$ cat src/rtl/mips_prog_encoder.sv
// Program encoder: turns instruction descriptors into 32-bit MIPS words and
// streams them into instruction memory, tracking word count and XOR checksum.
module mips_prog_encoder #(
    parameter int unsigned ADDR_W    = 8,
    parameter int unsigned BASE_ADDR = 0,
    parameter int unsigned DEPTH     = 256
) (
    input  logic              clk,
    input  logic              resetn,
    input  logic              start,
    input  logic              s_valid,
    output logic              s_ready,
    input  logic [2:0]        s_kind,
    input  logic [4:0]        s_rs,
    input  logic [4:0]        s_rt,
    input  logic [4:0]        s_rd,
    input  logic [5:0]        s_funct,
    input  logic [15:0]       s_imm,
    input  logic [25:0]       s_target,
    output logic              mem_we,
    input  logic              mem_ready,
    output logic [ADDR_W-1:0] mem_addr,
    output logic [31:0]       mem_wdata,
    output logic              busy,
    output logic              done,
    output logic              error,
    output logic [ADDR_W:0]   word_count,
    output logic [31:0]       checksum
);

    typedef enum logic [2:0] {StIdle, StRun, StWrite, StDone, StErr} state_e;

    localparam logic [2:0] KindR    = 3'd0;
    localparam logic [2:0] KindLw   = 3'd1;
    localparam logic [2:0] KindSw   = 3'd2;
    localparam logic [2:0] KindBeq  = 3'd3;
    localparam logic [2:0] KindAddi = 3'd4;
    localparam logic [2:0] KindAndi = 3'd5;
    localparam logic [2:0] KindJ    = 3'd6;
    localparam logic [2:0] KindEnd  = 3'd7;

    localparam logic [ADDR_W-1:0] BaseAddr = ADDR_W'(BASE_ADDR);
    localparam logic [ADDR_W:0]   DepthW   = (ADDR_W + 1)'(DEPTH);

    state_e              state_q, state_d;
    logic [ADDR_W-1:0]   addr_q, addr_d;
    logic [31:0]         wdata_q, wdata_d;
    logic [ADDR_W:0]     count_q, count_d;
    logic [31:0]         csum_q, csum_d;
    logic [31:0]         enc_word;

    // Assemble the instruction word for the current descriptor (shamt is always 0).
    always_comb begin
        enc_word = 32'h0;
        unique case (s_kind)
            KindR:    enc_word = {6'b000000, s_rs, s_rt, s_rd, 5'b00000, s_funct};
            KindLw:   enc_word = {6'b100011, s_rs, s_rt, s_imm};
            KindSw:   enc_word = {6'b101011, s_rs, s_rt, s_imm};
            KindBeq:  enc_word = {6'b000100, s_rs, s_rt, s_imm};
            KindAddi: enc_word = {6'b001000, s_rs, s_rt, s_imm};
            KindAndi: enc_word = {6'b001100, s_rs, s_rt, s_imm};
            KindJ:    enc_word = {6'b000010, s_target};
            default:  enc_word = 32'h0;
        endcase
    end

    // Next-state logic for the load sequencer and its counters.
    always_comb begin
        state_d = state_q;
        addr_d  = addr_q;
        wdata_d = wdata_q;
        count_d = count_q;
        csum_d  = csum_q;
        case (state_q)
            StIdle, StDone, StErr: begin
                if (start) begin
                    state_d = StRun;
                    addr_d  = BaseAddr;
                    count_d = '0;
                    csum_d  = '0;
                end
            end
            StRun: begin
                if (s_valid) begin
                    if (s_kind == KindEnd) begin
                        state_d = StDone;
                    end else if (count_q == DepthW) begin
                        state_d = StErr;
                    end else begin
                        wdata_d = enc_word;
                        state_d = StWrite;
                    end
                end
            end
            StWrite: begin
                // Address and data stay registered until memory takes the word.
                if (mem_ready) begin
                    count_d = count_q + 1'b1;
                    addr_d  = addr_q + 1'b1;
                    csum_d  = csum_q ^ wdata_q;
                    state_d = StRun;
                end
            end
            default: state_d = StIdle;
        endcase
    end

    // State and datapath registers with synchronous active-low reset.
    always_ff @(posedge clk) begin
        if (!resetn) begin
            state_q <= StIdle;
            addr_q  <= BaseAddr;
            wdata_q <= '0;
            count_q <= '0;
            csum_q  <= '0;
        end else begin
            state_q <= state_d;
            addr_q  <= addr_d;
            wdata_q <= wdata_d;
            count_q <= count_d;
            csum_q  <= csum_d;
        end
    end

    // Outputs decode directly from the registered state.
    always_comb begin
        s_ready    = (state_q == StRun);
        mem_we     = (state_q == StWrite);
        busy       = (state_q == StRun) || (state_q == StWrite);
        done       = (state_q == StDone);
        error      = (state_q == StErr);
        mem_addr   = addr_q;
        mem_wdata  = wdata_q;
        word_count = count_q;
        checksum   = csum_q;
    end

endmodule

$ cat config.mk
export PLATFORM = sky130hd
export DESIGN_NAME = mips_prog_encoder
export DESIGN_NICKNAME = d
export VERILOG_FILES = /design/src/rtl/mips_prog_encoder.sv
export SDC_FILE = /design/constraint.sdc
export NUM_CORES = 1
export LEC_CHECK = 0
export BUFFER_PORTS_ARGS = -buffer_cell sky130_fd_sc_hd__buf_2
export CAP_MARGIN = 0
export CORE_MARGIN = 2
export CORE_UTILIZATION = 50
export DETAILED_ROUTE_END_ITERATION = 10
export GPL_ROUTABILITY_DRIVEN = 0
export GPL_TIMING_DRIVEN = 0
export PLACE_DENSITY = 0.81
export REMOVE_ABC_BUFFERS = 1
export SYNTH_ARGS = -nofsm -noshare
export SYNTH_HDL_FRONTEND = slang
export SYNTH_SLANG_ARGS = --single-unit
$ cat constraint.sdc
create_clock -name clk -period 2.2 [get_ports clk]
set_clock_uncertainty 0.1 [all_clocks]
set_input_delay 0.22 -clock clk [delete_from_list [all_inputs] [get_ports clk]]
set_output_delay 0.22 -clock clk [all_outputs]
set_load 0.005 [all_outputs]
Yosys cells after proc, flatten, opt, wreduce, memory -nomap -nowiden
Index checks and enable logic that the tools add are counted.

word-level totals
  input bits = 71
  output and inout bits = 86
  bits in registers = 84

cells by class
  eq/ne operators = 15
  $add $sub $neg = 2
  reductions and logical operators = 8
  bitwise gates (word level) = 3
  muxes and demuxes = 16

operator list
  cell                                                                     count
  32-bit case mux with 7 select lines                                      1
  32-bit 2-to-1 mux                                                        2
  32-bit case mux with 2 select lines                                      1
  32-bit bitwise XOR                                                       1
  9-bit 2-to-1 mux                                                         2
  9-bit case mux with 2 select lines                                       1
  8-bit 2-to-1 mux                                                         2
  8-bit case mux with 2 select lines                                       1
  3-bit == test, second input constant                                     5
  3-bit 2-to-1 mux                                                         5
  3-bit by 2-bit == test with 1-bit output, second input constant          4
  9-bit by 1-bit adder with 9-bit output, second input constant            1
  9-bit == test, second input constant                                     1
  3-bit case mux with 3 select lines                                       1
  8-bit by 1-bit adder with 8-bit output, second input constant            1
  3-bit by 1-bit == test with 1-bit output, second input constant          2
  3-bit logical NOT                                                        2
  3-bit AND reduction                                                      2
  2-bit inequality test, second input constant                             2
  4-bit AND reduction                                                      1
  3-bit OR reduction                                                       1
  2-bit by 1-bit inequality test with 1-bit output, second input constant  1
  1-bit inverter                                                           2
  2-bit nonzero test                                                       1
  1-bit logical OR                                                         1

Depth between registers and ports, before layout
Gate-level depths: netlist (run 1).

  word-level depth = 5
  mapped depth = 7
  depth with buffers taken out = 5

Least setup slack after synthesis (run 1)
Ideal clock, no wire load.

  kind = register to register
  start = reg state_q[0]
  end = reg count_q[0] (netlist: word_count[0])
  buffers on the path = 2
  arrival time = 1.492 ns
  cell stages (with the launch flop) = 7
  data required time = 1.972 ns
  setup time = 0.128 ns
  period minus slack after synthesis = 1.720 ns
  setup slack = 0.480 ns
  cells stage by stage = dfxtp_1 -> mux2i_2 -> a2bb2oi_2 -> buf_4 -> buf_4 -> xnor2_1 -> nor2_1

on the way
  longest elaborated chain between the ends = 4

ends and longest elaborated chain
  what                                                                   line  text
  start: declaration                                                     45    state_e state_q, state_d;
  start signal: assignment                                               111   state_q <= StIdle;
  start signal: assignment                                               117   state_q <= state_d;
  3-bit by 2-bit == test with 1-bit output (tied with other cells)       74    case (state_q)
  3-bit OR reduction                                                     74
  2-bit inequality test (no line) or 2-bit nonzero test (tied branches)  -
  3-bit AND reduction (no line)                                          -
  end signal: assignment                                                 120   count_q <= count_d;
  end: declaration                                                       48    logic [ADDR_W:0] count_q, count_d;

Several ways; a longest one is shown, not always the timed one.
A chain may end at the register's enable or synchronous reset.

Worst setup path in the final report (run 1)
  start = reg state_q[0]
  end = reg count_q[6] (netlist: word_count[6])

The elaborated chain is that of the path after synthesis.

==> metrics.cfg, run 1 <==
[outcome]
status = finished, final reports clean

[clock_network]
clk_latency_ps = 350
clk_path_buf_depth = 2
clkTransAtPathRegs_ps = 80
postCtsHoldBufs = 0
cts_tree = yes
cts_max_level = 3
cts_buffers = 9
cts_sinks = 81
root_buffer = clkbuf_8

[sta]
setup_viol = 0
fin_setup_tns_ps = 0
slew_viol_final = 0
fin_crit_sh = 0.936
fmax_mhz = 486
slew-limit-headroom = 0.308
finalHoldViolCount = 0
holdWs_ps = 53.7
worst-slew-pin-transition_ps = 1040
rsz0062_at_grt = false
period_needed_ps = 2060

[critical_path]
end_kind = flip-flop
cp.required_ps = 2340
path_class = reg2reg
crit_chain = nand3b_1 > a21oi_4 > buf_16 > or4_1 > nand2_1
crit_path_start_kind = flip-flop
cp_slowest_stage_delay_ps = 680
crit_slowest_cell = a21oi_4
cp-startpoint = state_q[0]
cp_max_fo = 25
rr_startpoint = state_q[0]
crit_arrival_ps = 2200

[finish]
nets = 753
regArea_um2 = 1620
multi_input_comb_area_um2 = 2160
finalInstanceArea_um2 = 5290
area_growth_pct = 26.2
drive_gt1_frac = 0.281
nFillCells = 735
n_antenna_cell = 0

[logic_synthesis]
synthCells = 552
synth_mux_area_frac = 0.00836
syn_area_um2 = 4190
synth_compound_area_frac = 0.267
synth-simple-area-share = 0.204
synthXorXnorAreaFrac = 0.00627
ys_ff_latch = 81
yosysSeqAreaShare = 0.387
yosys.cell_types.count = 48
synth-edff-count = 0
ys.flop_type = dfxtp_1
synth_adder_area_share = 0.00895
async_flop_share = 0
synth_top_family_by_area = compound AO/OA/AOI/OAI gates
synth_warnings = 0
avgSynthCellArea_um2 = 7.60

[placed_design]
dpl-instance-area_um2 = 4970
io_buffers = 154
dp_hpwl_um = 7760

[drt]
drc = 0
drt_first_pass_iters = 5
first_iter_violations = 198
vias = 4552
drtAntennaViolNets = 0
routed_wl_um = 12000
drt-vias-per-instance = 5.77
wl_per_cell_um = 15.2

[power_and_ir_drop]
power_mw = 3.32
leakage_nw = 2.22
p_int_mw = 2.36
combPwrFrac = 0.180
pwr-share-clk = 0.349
powerDensity_nw_per_um2 = 628
swShare = 0.289
p_sw_mw = 0.959
seqPwrFrac = 0.471
ir_worst_vdd_uv = 348

[min_path]
hold_class = in2reg
hp-start = resetn

[floorplanning]
start_util = 0.513
die_area_um2 = 9130
die_h_um = 95.6
coreArea_um2 = 8180
die_x_um = 95.6
io_pins = 157
core.rowCount = 33

[run]
maxCapViolations = 0

[global_routing]
grt_max_degree = 50
grt_first_pass_wirelength_um = 18900
grt_remaining_overflow = 0
antenna_found_initial = 0
gr-usage-all-layers = 0.263
grt_pass1_vias = 4012

## synth_stat cells (2+ instances only)
master	count	share of area
buf_2	8	0.0095
o31ai_1	4	0.0072
o21ai_0	36	0.043
or4_1	5	0.0090
buf_6	2	0.0054
or2_2	2	0.0030
clkbuf_1	31	0.028
clkbuf_2	2	0.0024
and4_1	2	0.0042
nor3b_1	10	0.018
or3_1	39	0.058
nor4_1	12	0.018
nand2b_1	4	0.0060
dfxtp_1	81	0.39
inv_1	69	0.062
o221ai_1	11	0.023
nand4_1	13	0.019
a21oi_1	98	0.12
xnor2_1	2	0.0042
nand3_1	10	0.012
o21a_1	2	0.0036
ha_1	3	0.0090
a211oi_1	11	0.020
buf_4	6	0.011
o22ai_1	5	0.0075
and3_1	2	0.0030
a311oi_1	5	0.010
nand3b_1	6	0.011
nand2_1	18	0.016
nor2_1	18	0.016
o21ai_1	16	0.019
nor2b_1	3	0.0045
## area by class of cell
| class | instances | share of cell area |
|---|---|---|
| clock inverters | 5 | 0.0118 |
| repair buffers | 162 | 0.171 |
| inverters | 69 | 0.0490 |
| flip-flops and latches | 81 | 0.307 |
| multi-input cells | 356 | 0.408 |
| well taps | 105 | 0.0248 |
| clock buffers | 11 | 0.0286 |
## metal layers
layer,part of all wire,GRT usage,wire length (um)
met5,0,0,0
met4,0.019,0.0988,230
met3,0.063,0.0474,750
met2,0.49,0.450,5820
met1,0.43,0.329,5180
## cells in the final DEF, fill, tap and decap left out, drive strengths merged, types with 3 or more instances in the layout
master and n:
o221ai 11, a21oi 98, nand4 14, clkbuf 11, dfxtp 81, or3 39, o22ai 5, nor4 12
o21ai 52, a311oi 5, nor3b 11, nand3 10, o31ai 4, nand2b 4, ha 3, nand3b 6
buf 162, nor2 19, a211oi 11, nor2b 3, or4 5, inv 70, nand2 18
## flip-flops by register name, summed over array words and instances (netlist names)
| register | count |
|---|---|
| checksum | 31 |
| mem_addr | 8 |
| mem_wdata | 30 |
| state_q | 3 |
| word_count | 9 |
## metrics by stage
stage / instances / setup slack [ps] / util
2_1_floorplan: 504 / -602 / -
3_3_place_gp: 763 / -1800 / 0.595
3_5_place_dp: 766 / -508 / 0.608
4_1_cts: 788 / 70.3 / 0.644
5_1_grt: 789 / 20.1 / 0.647
6_report: 789 / 142 / 0.647
## worst paths after layout
kind | slack [ps] | depth (start not counted) | to
worst max-delay path | 140 | 5 | word_count[6]
worst min-delay path | 50 | 2 | state_q[1]
worst max register to register | 140 | 5 | word_count[6]
worst min register to register | 380 | 2 | mem_addr[7]
## repair_timing
item,in CTS,in global routing
endpoints found under the setup margin,35,45
hold endpoints to repair,0,0
gates resized for setup,4,5
gates cloned,2,0
pin swaps,3,0
setup buffers,4,1
## logic make-up after synthesis
kind of cell	after synthesis
adder cells (fa/ha/maj)	3
other	1
AO/OA/AOI/OAI	196
multiplexers	3
XOR/XNOR	3
AND/OR/NAND/NOR	147
flip-flops	81
buffers and inverters	118
## worst max-delay path, delay by kind of cell (launching register included)
kind                   cells  cell delay (ps)
AO/OA/AOI/OAI              1              680
flip-flops                 1              510
AND/OR/NAND/NOR            3              410
buffers and inverters      1              240
## power by group through the flow
stage               registers (mW)  logic [mW]  clock network [mW]
detailed placement            1.60       0.562                   0
floorplan                     1.59       0.276                   0
global placement              1.59       0.491                   0
finish                        1.56       0.596                1.16
CTS                           1.56       0.583                1.18
global route                  1.57       0.658                1.25
Note: power is estimated with default switching activity, not from simulation.
==> inputs of run 2 (changes only) <==
Settings changed: CORE_UTILIZATION 50 to 30, PLACE_DENSITY 0.81 to unset.
==> metrics.cfg, run 2 (synthesis gave the netlist of run 1 again) <==
[outcome]
status = finished, final reports clean

[global_routing]
grt_first_pass_wirelength_um = 20500  ; +8.4%
grt_pass1_vias = 4139  ; +3.2%
antenna_found_initial = 0  ; unchanged
grt_max_degree = 50  ; unchanged
gr-usage-all-layers = 0.173  ; -0.0901
grt_remaining_overflow = 0  ; unchanged

[finish]
layout_commonest_cell = buf_2
final_core_util = 0.400  ; -0.247
area_growth_pct = 31.4
nFillCells = 1461  ; +99%
final_cell_mix = buf_2, a21oi_1, dfxtp_1
drive_gt1_frac = 0.282  ; +0.00146
nets = 753  ; unchanged
largest_register_ffs = 31  ; unchanged
n_antenna_cell = 0  ; unchanged
multi_input_comb_area_um2 = 2180  ; +0.70%
finalInstanceArea_um2 = 5510  ; +4.1%
regArea_um2 = 1620  ; unchanged

[power_and_ir_drop]
p_int_mw = 2.87  ; +22%
seqPwrFrac = 0.401  ; -0.070
combPwrFrac = 0.153  ; -0.027
pwr-share-clk = 0.446  ; +0.097
powerDensity_nw_per_um2 = 709  ; +13%
p_sw_mw = 1.03  ; +7.8%
swShare = 0.265  ; -0.0240
ir_worst_vdd_uv = 372  ; +6.8%
leakage_nw = 2.27  ; +2.5%

[critical_path]
worst_r2r_path_depth = 5  ; unchanged
path_class = reg2reg
rr_startpoint = state_q[0]
end_kind = flip-flop
timing.rr.end = mem_wdata[7]
cp.required_ps = 2270  ; -70 ps
cp_max_fo = 17  ; -32%
rrSetupSlack_ps = 130  ; about the same
crit_path_start_kind = flip-flop
crit_arrival_ps = 2140  ; -60 ps

[floorplanning]
coreArea_um2 = 13800  ; +68%
die_area_um2 = 14900  ; +64%
io_pins = 157  ; unchanged
start_util = 0.304  ; -0.208
die_h_um = 122  ; +28%
core.rowCount = 43  ; +30%
die_x_um = 122  ; +28%

[placed_design]
io_buffers = 154  ; unchanged
pre_cts_ws_ps = -543  ; -35.2 ps
dp_hpwl_um = 8610  ; +11%
dpl-instance-area_um2 = 5040  ; +1.5%

[min_path]
hp-start = resetn
hold_class = in2reg
hold_depth = 2  ; unchanged
min_to = state_q[1]

[drt]
drtAntennaViolNets = 0  ; unchanged
wl_per_cell_um = 15.1  ; -0.62%
first_iter_violations = 243  ; +23%
drt-vias-per-instance = 5.24  ; -9.2%
drt_first_pass_iters = 5  ; unchanged
routed_wl_um = 13000  ; +8.8%
vias = 4526  ; -0.57%
drc = 0  ; unchanged

[sta]
slew_viol_final = 0  ; unchanged
holdWs_ps = 68.1  ; +14.4 ps
fin_crit_sh = 0.939  ; +0.00342
setup_viol = 0  ; unchanged
slew-limit-headroom = 0.275  ; -0.0334
fmax_mhz = 484  ; -0.36%
period_needed_ps = 2070  ; +7.53 ps
rsz0062_at_grt = true
layout_setup_ws_ps = 134  ; -7.53 ps
finalHoldViolCount = 0  ; unchanged
worst-slew-pin-transition_ps = 1090  ; +50.1 ps

[run]
maxCapViolations = 0  ; unchanged

[clock_network]
cts_sinks = 81  ; unchanged
cts_buffers = 9  ; unchanged
cts_tree = yes
clk_latency_ps = 340  ; about the same
cts_max_level = 3  ; unchanged
clk_path_buf_depth = 2  ; unchanged
root_buffer = clkbuf_16
clkTransAtPathRegs_ps = 60  ; -20 ps

## run 2: cell count changes in the layout (fill, tap and decap cells not counted), sizes merged
| cell | before | now |
|---|---|---|
| clkbuf | 11 | 9 |
| a2bb2oi | 2 | 3 |
| inv | 70 | 69 |
| nand4 | 14 | 13 |
| clkinv | 1 | 2 |
| bufinv | 1 | 3 |
## run 2: routing by layer
layer  part of all wire  global-route usage
met5                  0                   0
met3              0.060              0.0325
met2               0.48               0.283
met4              0.020              0.0733
met1               0.44               0.223
## run 2: worst max-delay path, cell delays in order (launching register included)
cell and delay (ps):
dfxtp_1 500, nor3b_2 420, nand3_2 390, nor2_4 230, buf_12 160, a311oi_1 90
## run 2: cell type report
class	instances	area share
clock buffers	9	0.0409
clock inverters	7	0.0216
inverters	69	0.0470
multi-input cells	356	0.395
flip-flops and latches	81	0.294
well taps	180	0.0409
repair buffers	162	0.160
## run 2: worst max-delay path by stage
stage                from            end  slack (ps)  depth (start not counted)
2_1_floorplan  state_q[1]  word_count[6]        -600                          4
3_3_place_gp   state_q[1]  word_count[6]       -2060                          4
3_5_place_dp    s_kind[2]   mem_wdata[8]        -540                          5
4_1_cts        state_q[0]   mem_wdata[7]         -20                          5
5_1_grt        state_q[0]   mem_wdata[6]         -30                          5
6_report       state_q[0]   mem_wdata[7]         130                          5
## run 2: power groups by stage
stage                     combinational (mW)  clock [mW]  sequential [mW]
after floorplan                        0.276           0             1.59
after global placement                 0.506           0             1.59
after detailed placement               0.553           0             1.60
after CTS                              0.577        1.79             1.57
after global routing                   0.668        1.84             1.57
final                                  0.600        1.74             1.57
## run 2: what timing repair did
| item | in CTS | in global routing |
|---|---|---|
| endpoints found under the setup margin | 57 | 68 |
| gates resized for setup | 3 | 6 |
| gates cloned | 1 | 1 |
| pin swaps | 3 | 1 |
| hold buffers | 0 | 0 |
| setup buffers | 3 | 2 |
## run 2: per-stage QoR
stage	TNS [ps]	std cells	total power [mW]
after floorplan	-24760	504	1.87
after global placement	-107110	838	2.10
after detailed placement	-16020	841	2.15
after CTS	-140	861	3.93
after global routing	-66.9	864	4.08
final	0	864	3.91
